## src/rtl/conv_seq_ctrl_if.sv

```systemverilog
// Handshake bundle between the frame sequencer, the pixel host, the
// convolution/pooling core and the result consumer.
interface conv_seq_ctrl_if;
   localparam int unsigned DW = 16;

   // host pixel stream
   logic          pix_valid;
   logic          pix_ready;
   logic [DW-1:0] pix_data;

   // core control and data
   logic          core_w_load;
   logic          core_i_load;
   logic [DW-1:0] core_img_in;
   logic [DW-1:0] core_pool_out;
   logic          core_done_pooling;

   // result stream
   logic          res_valid;
   logic          res_ready;
   logic [DW-1:0] res_data;

   // sequencer side
   modport master (
      input  pix_valid, pix_data, core_pool_out, core_done_pooling, res_ready,
      output pix_ready, core_w_load, core_i_load, core_img_in, res_valid, res_data
   );

   // host / core / consumer side
   modport slave (
      output pix_valid, pix_data, core_pool_out, core_done_pooling, res_ready,
      input  pix_ready, core_w_load, core_i_load, core_img_in, res_valid, res_data
   );
endinterface

```

## src/rtl/conv_seq_ctrl.sv

```systemverilog
// Frame sequencer for the convolution/pooling core: weight-load pulse, fixed
// settle wait, pixel streaming, result collection into a small FIFO, drain,
// done pulse. Flags dropped results (FIFO full) and a stalled core (timeout).
module conv_seq_ctrl #(
   parameter int unsigned IMG        = 7,
   parameter int unsigned PAD        = 1,
   parameter int unsigned N_OUT      = 9,
   parameter int unsigned W_LAT      = 3,
   parameter int unsigned TIMEOUT    = 1023,
   parameter int unsigned FIFO_DEPTH = 4
) (
   input  logic            clk,
   input  logic            rst,
   input  logic            start,
   output logic            busy,
   output logic            done,
   output logic            err_ovf,
   output logic            err_timeout,
   conv_seq_ctrl_if.master bus
);
   localparam int unsigned DW     = 16;
   localparam int unsigned NPIX   = IMG * IMG;
   localparam int unsigned PIX_W  = $clog2(NPIX + 1);
   localparam int unsigned RES_W  = $clog2(N_OUT + 1);
   localparam int unsigned TMO_W  = $clog2(TIMEOUT + 1);
   localparam int unsigned WCNT_W = 4;
   localparam int unsigned PTR_W  = $clog2(FIFO_DEPTH);
   localparam int unsigned CNT_W  = $clog2(FIFO_DEPTH + 1);

   // Padding is owned by the core; a pad wider than the image is not a
   // configuration the core supports, so such an instance elaborates nothing extra.
   if (PAD > IMG) begin : g_pad_exceeds_img
   end

   typedef enum logic [2:0] {
      S_IDLE, S_LOAD_W, S_WAIT_W, S_LOAD_I, S_RUN, S_DRAIN, S_FIN
   } state_t;

   state_t              state;
   logic [WCNT_W-1:0]   wait_cnt;
   logic [PIX_W-1:0]    pix_cnt;
   logic [RES_W-1:0]    res_cnt;
   logic [TMO_W-1:0]    tmo_cnt;

   logic [DW-1:0]       mem [FIFO_DEPTH];
   logic [PTR_W-1:0]    wr_ptr;
   logic [PTR_W-1:0]    rd_ptr;
   logic [CNT_W-1:0]    fifo_cnt;

   logic pix_acc_c;
   logic pop_c;
   logic fifo_full_c;
   logic push_req_c;
   logic push_c;

   // Handshake decodes; pix_ready follows state directly so a beat can land in
   // the first LOAD_I cycle.
   assign bus.pix_ready = (state == S_LOAD_I);
   assign pix_acc_c     = bus.pix_valid && (state == S_LOAD_I);
   assign bus.res_valid = (fifo_cnt != '0);
   assign bus.res_data  = mem[rd_ptr];
   assign pop_c         = bus.res_valid && bus.res_ready;
   assign fifo_full_c   = (fifo_cnt == CNT_W'(FIFO_DEPTH));
   assign push_req_c    = (state == S_RUN) && bus.core_done_pooling;
   assign push_c        = push_req_c && (!fifo_full_c || pop_c);

   // Result FIFO: push from the core in RUN, pop whenever the consumer takes the head.
   always_ff @(posedge clk) begin
      if (rst) begin
         mem      <= '{default: '0};
         wr_ptr   <= '0;
         rd_ptr   <= '0;
         fifo_cnt <= '0;
      end else begin
         if (push_c) begin
            mem[wr_ptr] <= bus.core_pool_out;
            wr_ptr      <= wr_ptr + PTR_W'(1);
         end
         if (pop_c) begin
            rd_ptr <= rd_ptr + PTR_W'(1);
         end
         if (push_c && !pop_c) begin
            fifo_cnt <= fifo_cnt + CNT_W'(1);
         end else if (pop_c && !push_c) begin
            fifo_cnt <= fifo_cnt - CNT_W'(1);
         end
      end
   end

   // Frame sequencer with registered status and core strobes.
   always_ff @(posedge clk) begin
      if (rst) begin
         state           <= S_IDLE;
         busy            <= 1'b0;
         done            <= 1'b0;
         err_ovf         <= 1'b0;
         err_timeout     <= 1'b0;
         bus.core_w_load <= 1'b0;
         bus.core_i_load <= 1'b0;
         bus.core_img_in <= '0;
         wait_cnt        <= '0;
         pix_cnt         <= '0;
         res_cnt         <= '0;
         tmo_cnt         <= '0;
      end else begin
         bus.core_w_load <= 1'b0;
         bus.core_i_load <= pix_acc_c;
         done            <= 1'b0;
         if (pix_acc_c) begin
            bus.core_img_in <= bus.pix_data;
         end
         // a result arriving at a full FIFO with no pop in the same cycle is lost
         if (push_req_c && fifo_full_c && !pop_c) begin
            err_ovf <= 1'b1;
         end

         unique case (state)
            S_IDLE: begin
               if (start) begin
                  state           <= S_LOAD_W;
                  busy            <= 1'b1;
                  err_ovf         <= 1'b0;
                  err_timeout     <= 1'b0;
                  bus.core_w_load <= 1'b1;
               end
            end
            S_LOAD_W: begin
               state    <= S_WAIT_W;
               wait_cnt <= '0;
            end
            S_WAIT_W: begin
               if (wait_cnt == WCNT_W'(W_LAT - 1)) begin
                  state   <= S_LOAD_I;
                  pix_cnt <= '0;
               end else begin
                  wait_cnt <= wait_cnt + WCNT_W'(1);
               end
            end
            S_LOAD_I: begin
               if (pix_acc_c) begin
                  pix_cnt <= pix_cnt + PIX_W'(1);
                  if (pix_cnt == PIX_W'(NPIX - 1)) begin
                     state   <= S_RUN;
                     res_cnt <= '0;
                     tmo_cnt <= '0;
                  end
               end
            end
            S_RUN: begin
               // dropped results still count toward the frame total
               if (bus.core_done_pooling) begin
                  res_cnt <= res_cnt + RES_W'(1);
                  tmo_cnt <= '0;
                  if (res_cnt == RES_W'(N_OUT - 1)) begin
                     state <= S_DRAIN;
                  end
               end else begin
                  tmo_cnt <= tmo_cnt + TMO_W'(1);
                  if (tmo_cnt == TMO_W'(TIMEOUT - 1)) begin
                     err_timeout <= 1'b1;
                     state       <= S_DRAIN;
                  end
               end
            end
            S_DRAIN: begin
               if (fifo_cnt == '0) begin
                  state <= S_FIN;
                  done  <= 1'b1;
               end
            end
            S_FIN: begin
               state <= S_IDLE;
               busy  <= 1'b0;
            end
            default: begin
               state <= S_IDLE;
               busy  <= 1'b0;
            end
         endcase
      end
   end
endmodule

```

## src/flat_wrapper.sv

```systemverilog
// flat-port wrapper written by rule: the top's interface ports become plain ports
module conv_seq_ctrl_flat 
#(
   parameter int unsigned IMG        = 7,
   parameter int unsigned PAD        = 1,
   parameter int unsigned N_OUT      = 9,
   parameter int unsigned W_LAT      = 3,
   parameter int unsigned TIMEOUT    = 1023,
   parameter int unsigned FIFO_DEPTH = 4
)
  (clk, rst, start, busy, done, err_ovf, err_timeout, bus_pix_valid, bus_pix_data, bus_core_pool_out, bus_core_done_pooling, bus_res_ready, bus_pix_ready, bus_core_w_load, bus_core_i_load, bus_core_img_in, bus_res_valid, bus_res_data);
  conv_seq_ctrl_if bus_i ();
  input  logic clk;
  input  logic rst;
  input  logic start;
  output logic busy;
  output logic done;
  output logic err_ovf;
  output logic err_timeout;
  input wire logic [$bits(bus_i.pix_valid)-1:0] bus_pix_valid;
  input wire logic [$bits(bus_i.pix_data)-1:0] bus_pix_data;
  input wire logic [$bits(bus_i.core_pool_out)-1:0] bus_core_pool_out;
  input wire logic [$bits(bus_i.core_done_pooling)-1:0] bus_core_done_pooling;
  input wire logic [$bits(bus_i.res_ready)-1:0] bus_res_ready;
  output wire logic [$bits(bus_i.pix_ready)-1:0] bus_pix_ready;
  output wire logic [$bits(bus_i.core_w_load)-1:0] bus_core_w_load;
  output wire logic [$bits(bus_i.core_i_load)-1:0] bus_core_i_load;
  output wire logic [$bits(bus_i.core_img_in)-1:0] bus_core_img_in;
  output wire logic [$bits(bus_i.res_valid)-1:0] bus_res_valid;
  output wire logic [$bits(bus_i.res_data)-1:0] bus_res_data;
  assign bus_i.pix_valid = bus_pix_valid;
  assign bus_i.pix_data = bus_pix_data;
  assign bus_i.core_pool_out = bus_core_pool_out;
  assign bus_i.core_done_pooling = bus_core_done_pooling;
  assign bus_i.res_ready = bus_res_ready;
  assign bus_pix_ready = bus_i.pix_ready;
  assign bus_core_w_load = bus_i.core_w_load;
  assign bus_core_i_load = bus_i.core_i_load;
  assign bus_core_img_in = bus_i.core_img_in;
  assign bus_res_valid = bus_i.res_valid;
  assign bus_res_data = bus_i.res_data;
  conv_seq_ctrl #(.IMG(IMG), .PAD(PAD), .N_OUT(N_OUT), .W_LAT(W_LAT), .TIMEOUT(TIMEOUT), .FIFO_DEPTH(FIFO_DEPTH)) u_core (.clk(clk), .rst(rst), .start(start), .busy(busy), .done(done), .err_ovf(err_ovf), .err_timeout(err_timeout), .bus(bus_i));
endmodule
```

## config.mk

```make
export PLATFORM = sky130hd
export DESIGN_NAME = conv_seq_ctrl_flat
export DESIGN_NICKNAME = d
export VERILOG_FILES = /design/src/rtl/conv_seq_ctrl_if.sv /design/src/rtl/conv_seq_ctrl.sv /design/src/flat_wrapper.sv
export SDC_FILE = /design/constraint.sdc
export NUM_CORES = 1
export LEC_CHECK = 0
export CORE_MARGIN = 2
export CORE_UTILIZATION = 30
export DETAILED_ROUTE_END_ITERATION = 16
export DONT_BUFFER_PORTS = 1
export GPL_TIMING_DRIVEN = 1
export PLACE_DENSITY_LB_ADDON = 0.3
export SYNTH_ARGS = -nofsm -noshare
export SYNTH_HDL_FRONTEND = slang
export SYNTH_SLANG_ARGS = --single-unit
```

## constraint.sdc

```tcl
create_clock -name clk -period 6 [get_ports clk]
set_input_delay 1.2 -clock clk [delete_from_list [all_inputs] [get_ports clk]]
set_output_delay 1.2 -clock clk [all_outputs]
set_load 0.01 [all_outputs]
```

==> impl_metrics.ini <==
[power]
p_leak_nw = 1.93
power_density_mw_per_mm2 = 332
max-vdd-ir-drop_v = 0.000274

[finish]
nets = 637
diodes = 0
drive_above_1_share = 0.106
syn_to_final_growth_pct = 12.6
fin_util = 0.344

[logic_synthesis]
yosysMostFrequentCell = nand2_1
synth_area_leaders = dfxtp_1 (46%), nand2_1 (13%), a21oi_1 (8.4%)
synth.avg_cell_area_um2 = 8.76
synthArstFlopShare = 0
syn_inst = 601
synth_seq_cells = 120
synth_ff_type = dfxtp_1
syn_area_mm2 = 0.00527
synth-edff-count = 0
synth_fp_nets = 653
ys_types = 55
synth_commonest_cells = nand2_1 (176), dfxtp_1 (120), a21oi_1 (88)
yosys.area.top_type = dfxtp_1
ys_warn_count = 0
synth_top_area_frac = 0.456
yosysSeqAreaShare = 0.456

[run_status]
status = finished, final reports clean

[critical_path]
cp_num_cells = 1
start_kind = register
end_kind = primary output
cp_slowest_cell = dfxtp_1
worstPathCellList = mux4_2
crit_buf_inv = 0
max_stage_delay_ps = 1030
cp_max_fo = 17
cp_data_arrival_time_ps = 2130
path_class = reg -> out
r2r_cells = 8
cp_top_family = flip-flops
cp.required_ps = 4800

[clocking]
cts-root-buf = clkbuf_16
numCtsBuffers = 17
clock_path_buffers = 2
clkLatencyLatePin_ps = 410
cts_setup_buffers = 0
cts_tree = built
cts_resized = 0
path_clk_slew_ps = 60
cts-hold-fix-buffers = 0
ctsHtreeMaxLevel = 4
clock-sinks = 120

[global_route]
grt_max_degree = 109
grt_use_total = 0.140
grt_pass1_wl_um = 20000
grt_overflow_total = 0
first_global_vias = 3959
antenna_found_initial = 0

[sta]
drv_slew = 0
rsz0062_at_grt = no
finalSetupViolCount = 0
fin_crit_sh = 0.555
finClkSkew_ps = 6.88
tightest_slew_ps = 1080
fin_crit_ps = 3330
fmax_mhz = 301
hold_viol = 0
tns_ps = 0
slew_headroom = 0.279
whs_ps = 448

[drt]
drtIter0Drc = 173
vias_per_cell = 4.98
num_vias = 4090
dr.pass1.iters = 4
wl_met1_um = 5330
routed.top_layer = met4
drcViolationCount = 0
wl_met3_um = 886
ant_nets = 0
wl_met2_um = 6270
routedWlPerCell_um = 15.4
routed_wirelength_um = 12700

[run]
drv_cap = 0

[place]
dpl.hpwl_um = 8130
routabilityCongestion = 0.758
port_buffers = 0

[die]
die_w_um = 137
fp.coreArea_mm2 = 0.0172
rows = 48
die_area_mm2 = 0.0186
ios = 78
start_util = 0.306
dieHeight_um = 137

[min_path]
hold_depth = 2
hp-class = reg -> reg
## metrics by stage
step | cells | power, mW | setup slack [ps] | instance area [um^2]
after CTS | 822 | 1.99 | 2620 | 5930
after detailed placement | 791 | 1.00 | 2900 | 5350
after global routing | 822 | 2.05 | 2590 | 5930
final | 822 | 1.97 | 2670 | 5930
after global placement | 791 | 0.998 | 2940 | 5350
after floorplan | 601 | 0.987 | 3160 | 5270
## worst paths after layout
path | from | end | slack [ps]
max | u_core.rd_ptr[1]$_SDFFE_PP0P_ | bus_res_data[14] | 2670
max reg2reg | u_core.state[2]$_SDFFE_PP0P_ | u_core.fifo_cnt[2]$_SDFFE_PP0P_ | 3310
min reg2reg | u_core.mem[58]$_SDFFE_PP0P_ | u_core.mem[58]$_SDFFE_PP0P_ | 450
min | u_core.mem[58]$_SDFFE_PP0P_ | u_core.mem[58]$_SDFFE_PP0P_ | 450
## sequential cells by signal, indices dropped and copies added (netlist names)
register / cells
u_core.fifo_cnt: 3
u_core.err_ovf: 1
u_core.bus.core_i_load: 1
u_core.tmo_cnt: 10
u_core.busy: 1
u_core.bus.core_img_in: 16
u_core.bus.core_w_load: 1
u_core.done: 1
u_core.wait_cnt: 4
u_core.err_timeout: 1
u_core.wr_ptr: 2
u_core.rd_ptr: 2
u_core.res_cnt: 4
u_core.mem: 64
u_core.pix_cnt: 6
u_core.state: 3
## cell usage in the layout, fill, tap and decap left out, drive strengths merged, types with 4 or more instances in the layout
cell type  count
nand3         11
clkbuf        24
or3            5
ha            13
nor3b          5
a21oi         93
and2           5
mux4          16
nor2          30
nor3          11
inv           12
nand2        176
nand4          4
o21ai          5
dfxtp        120
xor2          11
xnor2          9
## report_power, final
part	switching [mW]	leakage, nW	total (mW)	internal, mW
logic	0.0675	0.689	0.130	0.0622
clock network	0.344	0.276	0.984	0.640
registers	0.0393	0.967	0.857	0.818
total	0.451	1.93	1.97	1.52
## worst reg2reg max path: stages, from the launching register on
cell	delay [ps]
dfxtp_1	740
nand4bb_4	200
nor2_2	390
ha_1	260
inv_1	60
fa_1	370
xor2_1	170
or3_1	300
a21oi_1	130
## logic make-up (layout without fill, tap and decap cells)
group,count (synthesis),in the layout,share of synthesized area
and+or+nand+nor,269,269,0.235
xor gates and xnor gates,20,20,0.0333
DFF,120,120,0.456
buffers and inverters,49,45,0.0485
AOI/OAI and AO/OA,111,111,0.121
adders and majority gates,14,14,0.0347
muxes,18,18,0.0722
## layer usage
layer / up-vias / GRT usage
met4: 0 / 0.0503
met5: - / 0
met1: 1978 / 0.160
met2: 101 / 0.241
met3: 15 / 0.0481
li1: 1996 / -
## cell type report
class | count | area [um^2]
clock buffers | 24 | 482
clock inverters | 7 | 93.8
fillers | 1775 | 11300
inverters | 12 | 45.0
multi-input cells | 432 | 2610
flip-flops and latches | 120 | 2400
well taps | 225 | 282
repair buffers | 2 | 15.0
Note: power is estimated with default switching activity, not from simulation.
